**src/rtl/inst_fetch_pkg.sv**
```systemverilog
// Shared WISC-SP20 ISA constants and fetch-stage types.
package inst_fetch_pkg;

    localparam logic [4:0] OP_HALT = 5'b00000;
    localparam logic [4:0] OP_NOP  = 5'b00001;
    localparam logic [4:0] OP_ILL  = 5'b00010;

    localparam logic [15:0] INST_NOP = 16'h0800;
    localparam logic [15:0] INST_ILL = 16'h1000;

    typedef enum logic [1:0] {
        IDLE,
        REQ,
        HOLD,
        HALT
    } fetch_state_e;

    function automatic logic is_halt(input logic [15:0] i);
        return i[15:11] == OP_HALT;
    endfunction

endpackage

```
**src/rtl/fetch_out_buf.sv**
```systemverilog
// One-entry output register for the fetch stage.
// Holds inst/inst_pc2/valid; supports load, hold, flush and handshake.
module fetch_out_buf
    import inst_fetch_pkg::*;
(
    input  logic        clk,
    input  logic        rst_n,
    input  logic        load,
    input  logic        flush,
    input  logic        ready,
    input  logic [15:0] load_inst,
    input  logic [15:0] load_pc2,
    output logic [15:0] inst,
    output logic [15:0] inst_pc2,
    output logic        valid
);

    always_ff @(posedge clk or negedge rst_n) begin
        if (!rst_n) begin
            inst     <= INST_NOP;
            inst_pc2 <= 16'h0000;
            valid    <= 1'b0;
        end else if (flush) begin
            valid <= 1'b0;
        end else if (load) begin
            inst     <= load_inst;
            inst_pc2 <= load_pc2;
            valid    <= 1'b1;
        end else if (valid && ready) begin
            valid <= 1'b0;
        end
    end

endmodule

```
**src/rtl/inst_fetch.sv**
```systemverilog
// WISC-SP20 instruction fetch stage: PC, imem requests, decoder handoff.
// Optional FETCH_ALIGN_CHECK_EN turns odd-PC fetches into ILL_OP.
module inst_fetch
    import inst_fetch_pkg::*;
#(
    parameter logic [15:0] RESET_PC = 16'h0000
) (
    input  logic        clk,
    input  logic        rst_n,
    output logic        imem_req,
    output logic [15:0] imem_addr,
    input  logic [15:0] imem_rdata,
    input  logic        imem_ready,
    output logic [15:0] inst,
    output logic [15:0] inst_pc2,
    output logic        inst_valid,
    input  logic        inst_ready,
    input  logic        redirect,
    input  logic [15:0] redirect_pc,
    output logic        halted
);

    fetch_state_e state, state_nxt;
    logic [15:0]  pc, pc_nxt, pc_inc;
    logic [15:0]  resp_inst;
    logic         fetch, resp, flush, load, fire;

    assign pc_inc = pc + 16'd2;
    assign fetch  = (state == REQ);
    assign flush  = redirect && (state != HALT);

`ifdef FETCH_ALIGN_CHECK_EN
    // Odd PC never reaches memory; the stage answers itself with ILL_OP.
    assign imem_req  = fetch && !pc[0];
    assign imem_addr = pc;
    assign resp      = fetch && (pc[0] || imem_ready);
    assign resp_inst = pc[0] ? INST_ILL : imem_rdata;
`else
    assign imem_req  = fetch;
    assign imem_addr = {pc[15:1], 1'b0};
    assign resp      = fetch && imem_ready;
    assign resp_inst = imem_rdata;
`endif

    assign load   = resp && !flush;
    assign fire   = inst_valid && inst_ready && !flush;
    assign halted = (state == HALT);

    always_comb begin
        state_nxt = state;
        pc_nxt    = pc;
        if (flush) begin
            state_nxt = REQ;
            pc_nxt    = redirect_pc;
        end else begin
            unique case (state)
                IDLE: state_nxt = REQ;
                REQ: begin
                    if (resp) begin
                        state_nxt = HOLD;
                        pc_nxt    = pc_inc;
                    end
                end
                HOLD: begin
                    if (fire)
                        state_nxt = is_halt(inst) ? HALT : REQ;
                end
                HALT: state_nxt = HALT;
                default: state_nxt = IDLE;
            endcase
        end
    end

    always_ff @(posedge clk or negedge rst_n) begin
        if (!rst_n) begin
            state <= IDLE;
            pc    <= RESET_PC;
        end else begin
            state <= state_nxt;
            pc    <= pc_nxt;
        end
    end

    fetch_out_buf u_buf (
        .clk       (clk),
        .rst_n     (rst_n),
        .load      (load),
        .flush     (flush),
        .ready     (inst_ready),
        .load_inst (resp_inst),
        .load_pc2  (pc_inc),
        .inst      (inst),
        .inst_pc2  (inst_pc2),
        .valid     (inst_valid)
    );

endmodule

```
**config.mk**
```make
export PLATFORM = sky130hd
export DESIGN_NAME = inst_fetch
export DESIGN_NICKNAME = d
export VERILOG_FILES = /design/src/rtl/inst_fetch_pkg.sv /design/src/rtl/fetch_out_buf.sv /design/src/rtl/inst_fetch.sv
export SDC_FILE = /design/constraint.sdc
export NUM_CORES = 1
export LEC_CHECK = 0
export CELL_PAD_IN_SITES_DETAIL_PLACEMENT = 0
export CELL_PAD_IN_SITES_GLOBAL_PLACEMENT = 2
export CORE_ASPECT_RATIO = 1.25
export CORE_MARGIN = 2
export CORE_UTILIZATION = 24
export DETAILED_ROUTE_END_ITERATION = 7
export GPL_TIMING_DRIVEN = 0
export PLACE_DENSITY = 0.86
export RECOVER_POWER = 50
export SLEW_MARGIN = 20
export SYNTH_ARGS = -nofsm -noshare
export SYNTH_HDL_FRONTEND = slang
export SYNTH_SLANG_ARGS = --single-unit
export TNS_END_PERCENT = 10
```
**constraint.sdc**
```tcl
create_clock -name clk -period 1.59 [get_ports clk]
set_input_delay 0.318 -clock clk [delete_from_list [all_inputs] [get_ports clk]]
set_output_delay 0.318 -clock clk [all_outputs]
set_load 0.03 [all_outputs]
```
Yosys cells after proc, flatten, opt, wreduce, memory -nomap -nowiden
Cells that the tools add are included.
{ "word_totals": {"latchBits": 0, "reg_bits": 51, "mem_bits_rw": 0, "mem_bits_ro": 0, "inputBits": 37, "out_inout_bits": 51, "n_memories": 0, "wordCells": 38} }
{ "op_classes": {"shift": 0, "eq_ne": 6, "n_mul": 0, "n_lt_le_gt_ge": 0, "n_mux": 11, "n_bitwise": 1, "add_sub_neg": 1, "reduce_logical": 14, "div": 0} }
{ "op_table": {"columns": ["operator", "n"], "rows": [
  ["16-bit 2-to-1 mux", 3],
  ["16-bit by 2-bit adder with 16-bit output, second input constant", 1],
  ["2-bit 2-to-1 mux", 4],
  ["2-bit case mux with 4 select lines", 1],
  ["2-bit AND reduction", 3],
  ["1-bit logical AND", 5],
  ["5-bit zero test", 1],
  ["2-bit equality test, second input constant", 2],
  ["2-bit nonzero test", 2],
  ["1-bit 2-to-1 mux", 3],
  ["3-bit by 1-bit inequality test with 1-bit output, second input constant", 1],
  ["3-bit inequality test, second input constant", 1],
  ["3-bit nonzero test", 1],
  ["2-bit by 1-bit equality test with 1-bit output, second input constant", 1],
  ["2-bit zero test", 1],
  ["2-bit inequality test, second input constant", 1],
  ["1-bit zero test", 1],
  ["1-bit inverter", 1]
]} }

Depth between registers and ports, before layout
Gate-level depths: netlist of run 1.
{ "logic_depth": {"ltp_word": 7, "depth_mapped": 7, "mapped_depth_nobuf": 5} }

Cells and area by module
From an unflattened synthesis of run 1, not the netlist that was laid out.
{ "hier_totals": {"cells_unflattened": 219, "hier_area_um2": 2730.1} }
{ "modules_own_cells": {"columns": ["mod", "n_inst", "cells_each", "area_each_um2"], "rows": [
  ["fetch_out_buf", 1, 73, 1400.1],
  ["inst_fetch", 1, 146, 1330.0]
]} }

Worst setup path before layout of run 1
No wires, ideal clock.
{ "synth_timing": {"path_type": "reg-to-reg", "startpoint": "register pc[1]", "endpoint": "register pc[15]", "path_stages_with_launch": 6, "setup_slack_ps": 60, "synth_period_minus_slack_ps": 1530, "path_buffers": 0, "t_arrival_ps": 1402, "required_time_ps": 1462, "setup_ps": 128, "path_cell_list": "dfrtp_1 ha_1 nand3_4 nor4_4 xnor2_1 o22ai_1"} }
{ "synth_between": {"elab_chain_cells": 4} }
{ "synth_lines": {"columns": ["item", "line", "text"], "rows": [
  ["start, declared", "inst_fetch.sv:24", "logic [15:0] pc, pc_nxt, pc_inc;"],
  ["start signal, assigned", "inst_fetch.sv:80", "pc <= pc_nxt;"],
  ["16-bit by 2-bit adder with 16-bit output", "inst_fetch.sv:28", "assign pc_inc = pc + 16'd2;"],
  ["16-bit 2-to-1 mux", "inst_fetch.sv:59", "if (resp) begin"],
  ["16-bit 2-to-1 mux", "inst_fetch.sv:56", "unique case (state)"],
  ["16-bit 2-to-1 mux", "inst_fetch.sv:52", "if (flush) begin"]
]} }
Every way passes these cells. The select of a mux whose other input is x is not followed.
A chain may end at the register's enable or synchronous reset.

Worst setup path in the final report of run 1
{ "layout_timing": {"startpoint": "register state[0]", "endpoint": "output port imem_req"} }
{ "layout_between": {"elab_chain_cells": 1} }
{ "layout_lines": {"columns": ["item", "line", "text"], "rows": [
  ["start, declared", "inst_fetch.sv:23", "fetch_state_e state, state_nxt;"],
  ["start signal, assigned", "inst_fetch.sv:79", "state <= state_nxt;"],
  ["2-bit by 1-bit equality test with 1-bit output", "inst_fetch.sv:29", "assign fetch = (state == REQ);"],
  ["end, declared", "inst_fetch.sv:10", "output logic imem_req,"]
]} }
Every way passes these cells.

==> results.sh, run 1 <==
export IMPL_grt_overflow_total=0
export IMPL_outcome="finished clean"
export IMPL_hpwlAfterDp_um=5490
export IMPL_power_density_mw_per_mm2=1950
export IMPL_io_buffer_count=86
export IMPL_clock_path_buffers=2
export IMPL_rsz0062_at_grt="yes"
export IMPL_grt_start_max_net_pins=52
export IMPL_final_max_slew_viol_count=0
export IMPL_synth_seq_area_share_pct=47.8
export IMPL_vdd_drop_max_mv=0.638
export IMPL_synthAdderAreaFrac_pct=0.468
export IMPL_finalCritPeriodShare_pct=98.6
export IMPL_clockRootBuffer="clkbuf_16"
export IMPL_finalWirelength_um=7390
export IMPL_yosysUniqueCellTypes=45
export IMPL_hold_class="input pin to async pin"
export IMPL_row_count=43
export IMPL_crit_type="register to output pin"
export IMPL_leakagePower_nw=1.82
export IMPL_synthXorXnorAreaFrac_pct=4.26
export IMPL_vias_per_cell=4.47
export IMPL_clock_skew_final_ns=0.00762
export IMPL_start_kind="register"
export IMPL_synth_edf_count=0
export IMPL_final_cells=516
export IMPL_path_clk_slew_ns=0.07
export IMPL_endpoint_kind="output pin"
export IMPL_worst_pin_slew_ns=1.32
export IMPL_die_height_um=122
export IMPL_setup_violations=0
export IMPL_holdBufCountCts=0
export IMPL_fp_dieW_um=98.4
export IMPL_cp_arrival_ns=1.25
export IMPL_cts_buffers_inserted=5
export IMPL_antenna_found_initial=0
export IMPL_max_freq_ghz=0.638
export IMPL_worstSkewPairLatency_ns=0.29
export IMPL_antennaDiodeCount=0
export IMPL_dp_cells=506
export IMPL_pin_count=88
export IMPL_layout_nets=418
export IMPL_vias=2306
export IMPL_stdcell_area_mm2=0.00388
export IMPL_ys_seq_elements=51
export IMPL_first_iter_violations=87
export IMPL_first_global_vias=2347
export IMPL_syn_avg_cell_area_um2=9.38
export IMPL_synth_ff_type="dfrtp_1"
export IMPL_yosys_area_share_simple_pct=24.3
export IMPL_syn_to_final_growth_pct=45.1
export IMPL_place_area_mm2=0.00370
export IMPL_h_tree_depth=2
export IMPL_slew_headroom_pct=11.9
export IMPL_ant_nets=0
export IMPL_muxShareOfSynthArea_pct=0.421
export IMPL_synth_compound_area_share_pct=12.9
export IMPL_drc_errors=0
export IMPL_max_cap_violations=0
export IMPL_synth_top_family_by_area="simple AND/OR/NAND/NOR gates"
export IMPL_drive_gt1_share_pct=22.3
export IMPL_gr_usage_all_layers_pct=12.8
export IMPL_synth_area_mm2=0.00267
export IMPL_syn_inst=285
export IMPL_syn_nets=323
export IMPL_wire_per_inst_um=14.3
export IMPL_grt_pass1_wl_um=12200
export IMPL_gp_congestion=0.778
export IMPL_crit_fanout=10
export IMPL_cts_tree="yes"
export IMPL_ys_warn_count=0
export IMPL_cp_data_required_time_ns=1.27
export IMPL_clkSinkCount=51
export IMPL_first_pass_iters=4
export IMPL_start_util_pct=24.4
export IMPL_core_area_mm2=0.0110
export IMPL_finalHoldViolations=0
export IMPL_synthArstFlopShare_pct=100
export IMPL_fp_dieArea_mm2=0.0120
export IMPL_period_needed_ns=1.57
==> layer usage <==
layer | vias up | part of all wire [%] | wire length, um | global-route usage [%]
met5 | - | 0 | 0 | 0
met4 | 0 | 1.3 | 98 | 3.51
met3 | 9 | 7.6 | 559 | 4.25
met2 | 69 | 48 | 3560 | 22.1
met1 | 1081 | 43 | 3170 | 15.3
li1 | 1147 | - | - | -
==> placed cells by master (no fill, tap or decap), drive strengths merged, types with 4 or more instances in the layout <==
cell	n
xnor2	11
nand2	78
o22ai	16
dlygate4sd2	33
nand3	4
o21ai	21
nand2b	9
clkdlybuf4s50	33
clkbuf	11
buf	47
a21oi	15
dfrtp	50
nor2	5
nor3	5
nor4	6
nand4	4
==> timing repair <==
| action | 4_1_cts | 5_1_grt |
|---|---|---|
| gates resized for setup | 79 | 14 |
| endpoints found under the setup margin | 62 | 32 |
| buffers inserted | 0 | 2 |
| pin swaps | 0 | 1 |
==> critical path, stage by stage (launching register included) <==
cell and delay [ns]:
dfrtp_1 0.37, buf_6 0.14, clkbuf_16 0.16, nor2b_1 0.13, buf_4 0.16
==> sequential cells by signal, summed over array words and instances (netlist names) <==
register	flops
pc	16
u_buf.inst	16
u_buf.valid	1
state	2
u_buf.inst_pc2	16
==> Yosys cell counts (4+ instances only) <==
master | instances | area, um2
a21oi_1 | 15 | 75.1
buf_2 | 5 | 25.0
buf_4 | 23 | 173
dfrtp_1 | 50 | 1250
nand2_1 | 77 | 289
nand2b_1 | 9 | 56.3
nor2_1 | 4 | 15.0
nor3_1 | 5 | 25.0
o21ai_0 | 9 | 45.0
o21ai_1 | 12 | 60.1
o22ai_1 | 16 | 100
xnor2_1 | 11 | 96.3
==> report_power, final <==
group | switching (mW) | total [mW] | internal, mW
Clock | 0.486 | 1.27 | 0.784
Sequential | 0.547 | 2.46 | 1.91
Combinational | 2.29 | 3.85 | 1.56
Total | 3.33 | 7.58 | 4.26
==> worst paths after layout <==
kind | slack, ns | depth (start not counted) | end | start
worst max-delay path | 0.02 | 4 | imem_req | state[0]
worst min-delay path | 0.32 | 1 | u_buf.inst_pc2[11] | rst_n
worst max register to register | 0.09 | 5 | pc[15] | pc[2]
worst min register to register | 0.46 | 2 | u_buf.inst[11] | u_buf.inst[11]
max in group asynchronous | 0.38 | 1 | pc[2] | rst_n
min in group clk | 0.46 | 2 | u_buf.inst[11] | u_buf.inst[11]
==> cell families (layout without fill, tap and decap cells) <==
| kind of cell | after synthesis | in the layout |
|---|---|---|
| flops | 51 | 51 |
| compound gates | 60 | 60 |
| xor+xnor | 13 | 13 |
| mux | 1 | 1 |
| simple gates | 120 | 120 |
| other cells | 1 | 1 |
| buf+inv | 38 | 134 |
| fa+ha+maj | 1 | 1 |
==> final cells by class <==
type | instances | area, um2
Clock inverter | 2 | 35.0
Fill cell | 1188 | 7100
Clock buffer | 6 | 139
Sequential cell | 51 | 1280
Tap cell | 135 | 169
Multi-Input combinational cell | 196 | 1160
Inverter | 3 | 11.3
Timing Repair Buffer | 88 | 801
Buffer | 35 | 277
==> through the flow <==
step	worst slack, ns	hold slack (ns)	total power [mW]	setup TNS, ns	util [%]
CTS	-0.00630	0.102	7.64	-0.00630	35.2
global placement	-1.41	0.453	6.61	-82.43	33.7
detailed placement	-0.487	0.415	6.68	-11.83	33.7
floorplan	0.0595	0.0224	5.01	0	-
global route	-0.0216	0.459	8.08	-0.0314	35.3
finish	0.0222	0.315	7.58	0	35.3
(Power assumes the default switching activity.)
==> inputs of run 2 (changes only) <==
Settings changed: TNS_END_PERCENT 10 to 1.
==> results.sh, run 2 (synthesis results as in run 1) <==
export IMPL_outcome="finished clean"
export IMPL_seqCellArea_mm2=0.00128
export IMPL_postLayoutCoreUtil_pct=35.3
export IMPL_drive_gt1_share_pct=22.0
export IMPL_grt_pass1_wl_um=12200
export IMPL_final_cells=517
export IMPL_final_cell_mix="77 x nand2_1, 46 x dfrtp_1, 44 x buf_4"
export IMPL_hpwlAfterDp_um=5490
export IMPL_h_tree_depth=2
export IMPL_clkSinkCount=51
export IMPL_gr_usage_all_layers_pct=12.8
export IMPL_start_util_pct=24.4
export IMPL_clockRootBuffer="clkbuf_16"
export IMPL_antennaDiodeCount=0
export IMPL_ant_nets=0
export IMPL_multiInputGateArea_mm2=0.00116
export IMPL_slew_headroom_pct=11.8
export IMPL_hold_class="input pin to async pin"
export IMPL_clock_skew_final_ns=0.00820
export IMPL_endpoint_kind="output pin"
export IMPL_grt_overflow_total=0
export IMPL_cp_data_required_time_ns=1.27
export IMPL_worstReg2RegStart="pc[2]"
export IMPL_antenna_found_initial=0
export IMPL_leakagePower_nw=1.82
export IMPL_finalHoldViolations=0
export IMPL_layout_nets=419
export IMPL_dp_cells=506
export IMPL_clock_path_buffers=2
export IMPL_first_global_vias=2346
export IMPL_place_area_mm2=0.00370
export IMPL_core_area_mm2=0.0110
export IMPL_setup_violations=0
export IMPL_io_buffer_count=86
export IMPL_crit_fanout=10
export IMPL_vias=2307
export IMPL_pre_cts_ws_ns=-0.487
export IMPL_rsz0062_at_grt="yes"
export IMPL_finalCritPeriodShare_pct=98.7
export IMPL_vias_per_cell=4.46
export IMPL_cp_arrival_ns=1.25
export IMPL_first_pass_iters=4
export IMPL_first_iter_violations=76
export IMPL_nFillCells=1190
export IMPL_row_count=43
export IMPL_pin_count=88
export IMPL_wire_per_inst_um=14.3
export IMPL_crit_type="register to output pin"
export IMPL_cts_tree="yes"
export IMPL_holdBufCountCts=0
export IMPL_worst_pin_slew_ns=1.32
export IMPL_r2r_setup_slack_ns=0.09
export IMPL_syn_to_final_growth_pct=45.1
export IMPL_drc_errors=0
export IMPL_top_regs="pc x16, u_buf.inst x16, u_buf.inst_pc2 x16"
export IMPL_finalWirelength_um=7380
export IMPL_start_kind="register"
export IMPL_final_max_slew_viol_count=0
export IMPL_grt_start_max_net_pins=52
export IMPL_power_density_mw_per_mm2=1960
export IMPL_stdcell_area_mm2=0.00388
export IMPL_vdd_drop_max_mv=0.638
export IMPL_die_height_um=122
export IMPL_r2r_end="pc[15]"
export IMPL_path_clk_slew_ns=0.07
export IMPL_final_common_cell="nand2_1"
export IMPL_tns_ns=0
export IMPL_cts_buffers_inserted=5
export IMPL_gp_congestion=0.778
export IMPL_max_freq_ghz=0.638
export IMPL_fp_dieW_um=98.4
export IMPL_max_cap_violations=0
export IMPL_worstSkewPairLatency_ns=0.29
export IMPL_setup_ws_ns=0.0215
export IMPL_ff2ff_path_depth=5
export IMPL_fp_dieArea_mm2=0.0120
export IMPL_period_needed_ns=1.57
run 2: cell count changes in the layout (fill, tap and decap cells not counted):
| cell | delta |
|---|---|
| buf_4 | +4 |
| clkdlybuf4s15_2 | -2 |
| dfrtp_1 | +2 |
| dfrtp_2 | -2 |
| clkbuf_2 | -1 |
run 2: repair_timing:
item                       CTS  global route
gates resized for setup     78            10
setup endpoints to repair   62            29
pin swaps                    0             1
setup buffers                0             3
run 2: cell type report:
| type | count | share of cell area (%) |
|---|---|---|
| Sequential cell | 51 | 33.1 |
| Multi-Input combinational cell | 196 | 30.0 |
| Timing Repair Buffer | 89 | 20.7 |
| Buffer | 35 | 7.13 |
| Tap cell | 135 | 4.35 |
| Clock buffer | 6 | 3.58 |
| Clock inverter | 2 | 0.903 |
| Inverter | 3 | 0.290 |
run 2: how the worst max path moves through the flow:
stage | start | end | slack (ns) | cells after the start
5_1_grt | state[0] | imem_req | -0.02 | 4
2_1_floorplan | pc[1] | pc[15] | 0.06 | 5
3_5_place_dp | state[0] | imem_req | -0.49 | 4
3_3_place_gp | rst_n | u_buf.inst_pc2[2] | -1.41 | 1
6_report | state[0] | imem_req | 0.02 | 4
4_1_cts | state[0] | imem_req | 0.0004 | 4
run 2: metal layers:
layer | up-vias | GRT usage, % | share of wire (%)
met5 | - | 0 | 0
met4 | 0 | 3.51 | 1.3
met3 | 9 | 4.25 | 7.6
met2 | 68 | 22.1 | 48
met1 | 1081 | 15.2 | 43
li1 | 1149 | - | -
run 2: where the power goes:
part,switching [mW],internal (mW),total [mW]
combinational,2.30,1.58,3.87
sequential,0.546,1.91,2.45
clock,0.489,0.784,1.27
run 2: worst max-delay path, stage by stage, from the launching register on:
cell       delay [ns]
dfrtp_1          0.37
buf_6            0.14
clkbuf_16        0.16
nor2b_1          0.13
buf_4            0.16
run 2: metrics by stage:
stage	hold slack, ns	power, mW
after floorplan	0.0224	5.01
after global placement	0.453	6.61
after detailed placement	0.415	6.68
after CTS	0.102	7.64
after global routing	0.459	8.09
final	0.315	7.60
==> inputs of run 3 (changes only) <==
Settings changed: SLEW_MARGIN 20 to unset.
==> results.sh, run 3 (synthesis results as in run 1) <==
export IMPL_endpoint_kind="output pin"
export IMPL_finalCritPeriodShare_pct=99.1
export IMPL_first_global_vias=2413
export IMPL_hold_class="register to register"
export IMPL_syn_to_final_growth_pct=44.4
export IMPL_clock_skew_final_ns=0.00449
export IMPL_tns_ns=0
export IMPL_cts_buffers_inserted=5
export IMPL_clock_path_buffers=2
export IMPL_fp_dieArea_mm2=0.0120
export IMPL_setup_violations=0
export IMPL_place_area_mm2=0.00372
export IMPL_fp_dieW_um=98.4
export IMPL_final_common_cell="nand2_1"
export IMPL_core_area_mm2=0.0110
export IMPL_rsz0062_at_grt="yes"
export IMPL_max_freq_ghz=0.635
export IMPL_dp_cells=507
export IMPL_clockRootBuffer="clkbuf_16"
export IMPL_crit_fanout=10
export IMPL_layout_nets=418
export IMPL_grt_pass1_wl_um=12200
export IMPL_wire_per_inst_um=14.4
export IMPL_top_regs="pc x16, u_buf.inst x16, u_buf.inst_pc2 x16"
export IMPL_h_tree_depth=2
export IMPL_first_iter_violations=104
export IMPL_clkSinkCount=51
export IMPL_gr_usage_all_layers_pct=12.7
export IMPL_postLayoutCoreUtil_pct=35.2
export IMPL_finalHoldViolations=0
export IMPL_drc_errors=0
export IMPL_vias=2316
export IMPL_stdcell_area_mm2=0.00386
export IMPL_cts_tree="yes"
export IMPL_start_util_pct=24.4
export IMPL_start_kind="register"
export IMPL_grt_start_max_net_pins=35
export IMPL_nFillCells=1185
export IMPL_pin_count=88
export IMPL_vias_per_cell=4.49
export IMPL_antennaDiodeCount=0
export IMPL_worstSkewPairLatency_ns=0.29
export IMPL_row_count=43
export IMPL_hpwlAfterDp_um=5590
export IMPL_crit_type="register to output pin"
export IMPL_cp_data_required_time_ns=1.27
export IMPL_max_cap_violations=0
export IMPL_final_cells=516
export IMPL_power_density_mw_per_mm2=1950
export IMPL_p_total_mw=7.51
export IMPL_antenna_found_initial=0
export IMPL_period_needed_ns=1.58
export IMPL_outcome="finished clean"
export IMPL_vdd_drop_max_mv=0.616
export IMPL_cts_setup_buffers=0
export IMPL_finalWirelength_um=7420
export IMPL_cp_arrival_ns=1.26
export IMPL_pre_cts_ws_ns=-0.491
export IMPL_path_clk_slew_ns=0.07
export IMPL_ant_nets=0
export IMPL_leakagePower_nw=1.81
export IMPL_setup_ws_ns=0.0150
export IMPL_grt_overflow_total=0
export IMPL_hold_ws_ns=0.469
export IMPL_first_pass_iters=4
export IMPL_gp_congestion=0.778
export IMPL_io_buffer_count=86
export IMPL_drive_gt1_share_pct=20.2
export IMPL_final_max_slew_viol_count=0
export IMPL_final_cell_mix="77 x nand2_1, 47 x dfrtp_1, 35 x buf_4"
export IMPL_die_height_um=122
## run 3: changes by cell type in the layout (fill, tap and decap cells not counted)
cell           before  now
buf_2               4    2
buf_4              44   35
buf_6               3    4
clkbuf_1            0    4
clkbuf_2            3    6
clkbuf_4            0    1
dfrtp_1            46   47
dfrtp_2             4    3
dlygate4sd3_1       0    1
## run 3: area by class of cell
| class | count | area [um2] | share of cell area (%) |
|---|---|---|---|
| buffer | 35 | 278 | 7.20 |
| clock buffer | 6 | 139 | 3.60 |
| clock inverter | 2 | 35.0 | 0.908 |
| inverter | 3 | 11.3 | 0.292 |
| multi-input combinational | 196 | 1160 | 30.1 |
| sequential | 51 | 1280 | 33.2 |
| tap | 135 | 169 | 4.38 |
| timing repair buffer | 88 | 783 | 20.3 |
## run 3: report_power, final
part	switching [mW]	leakage (nW)	internal [mW]
Combinational	2.29	1.10	1.50
Sequential	0.552	0.617	1.90
Clock	0.479	0.0868	0.784
Total	3.32	1.81	4.19
## run 3: timing repair
action | CTS | global route
endpoints found under the hold margin | 16 | 0
hold buffers | 1 | 0
gates cloned | 0 | 0
resized for setup | 78 | 9
pin swaps | 0 | 2
endpoints found under the setup margin | 64 | 22
## run 3: critical path: stages, from the launching register on
cell and delay [ns]:
dfrtp_1 0.37, buf_6 0.14, clkbuf_16 0.16, nor2b_1 0.13, buf_4 0.16
## run 3: metal layers
metal	GRT usage [%]	share of wire, %	vias to the layer above
met1	14.7	43	1078
met2	22.4	49	83
met3	3.84	6.9	11
li1	-	-	1144
met5	0	0	-
met4	4.28	1.7	0
## run 3: path summary, 6_finish.rpt
kind,slack [ns],from,to,depth (start not counted)
max,0.01,state[0],imem_req,4
min,0.47,u_buf.inst[2],u_buf.inst[2],2
max reg2reg,0.09,pc[1],pc[15],5
min reg2reg,0.47,u_buf.inst[2],u_buf.inst[2],2
max in group asynchronous,0.24,rst_n,pc[2],3
min in group asynchronous,0.51,rst_n,u_buf.inst_pc2[13],2
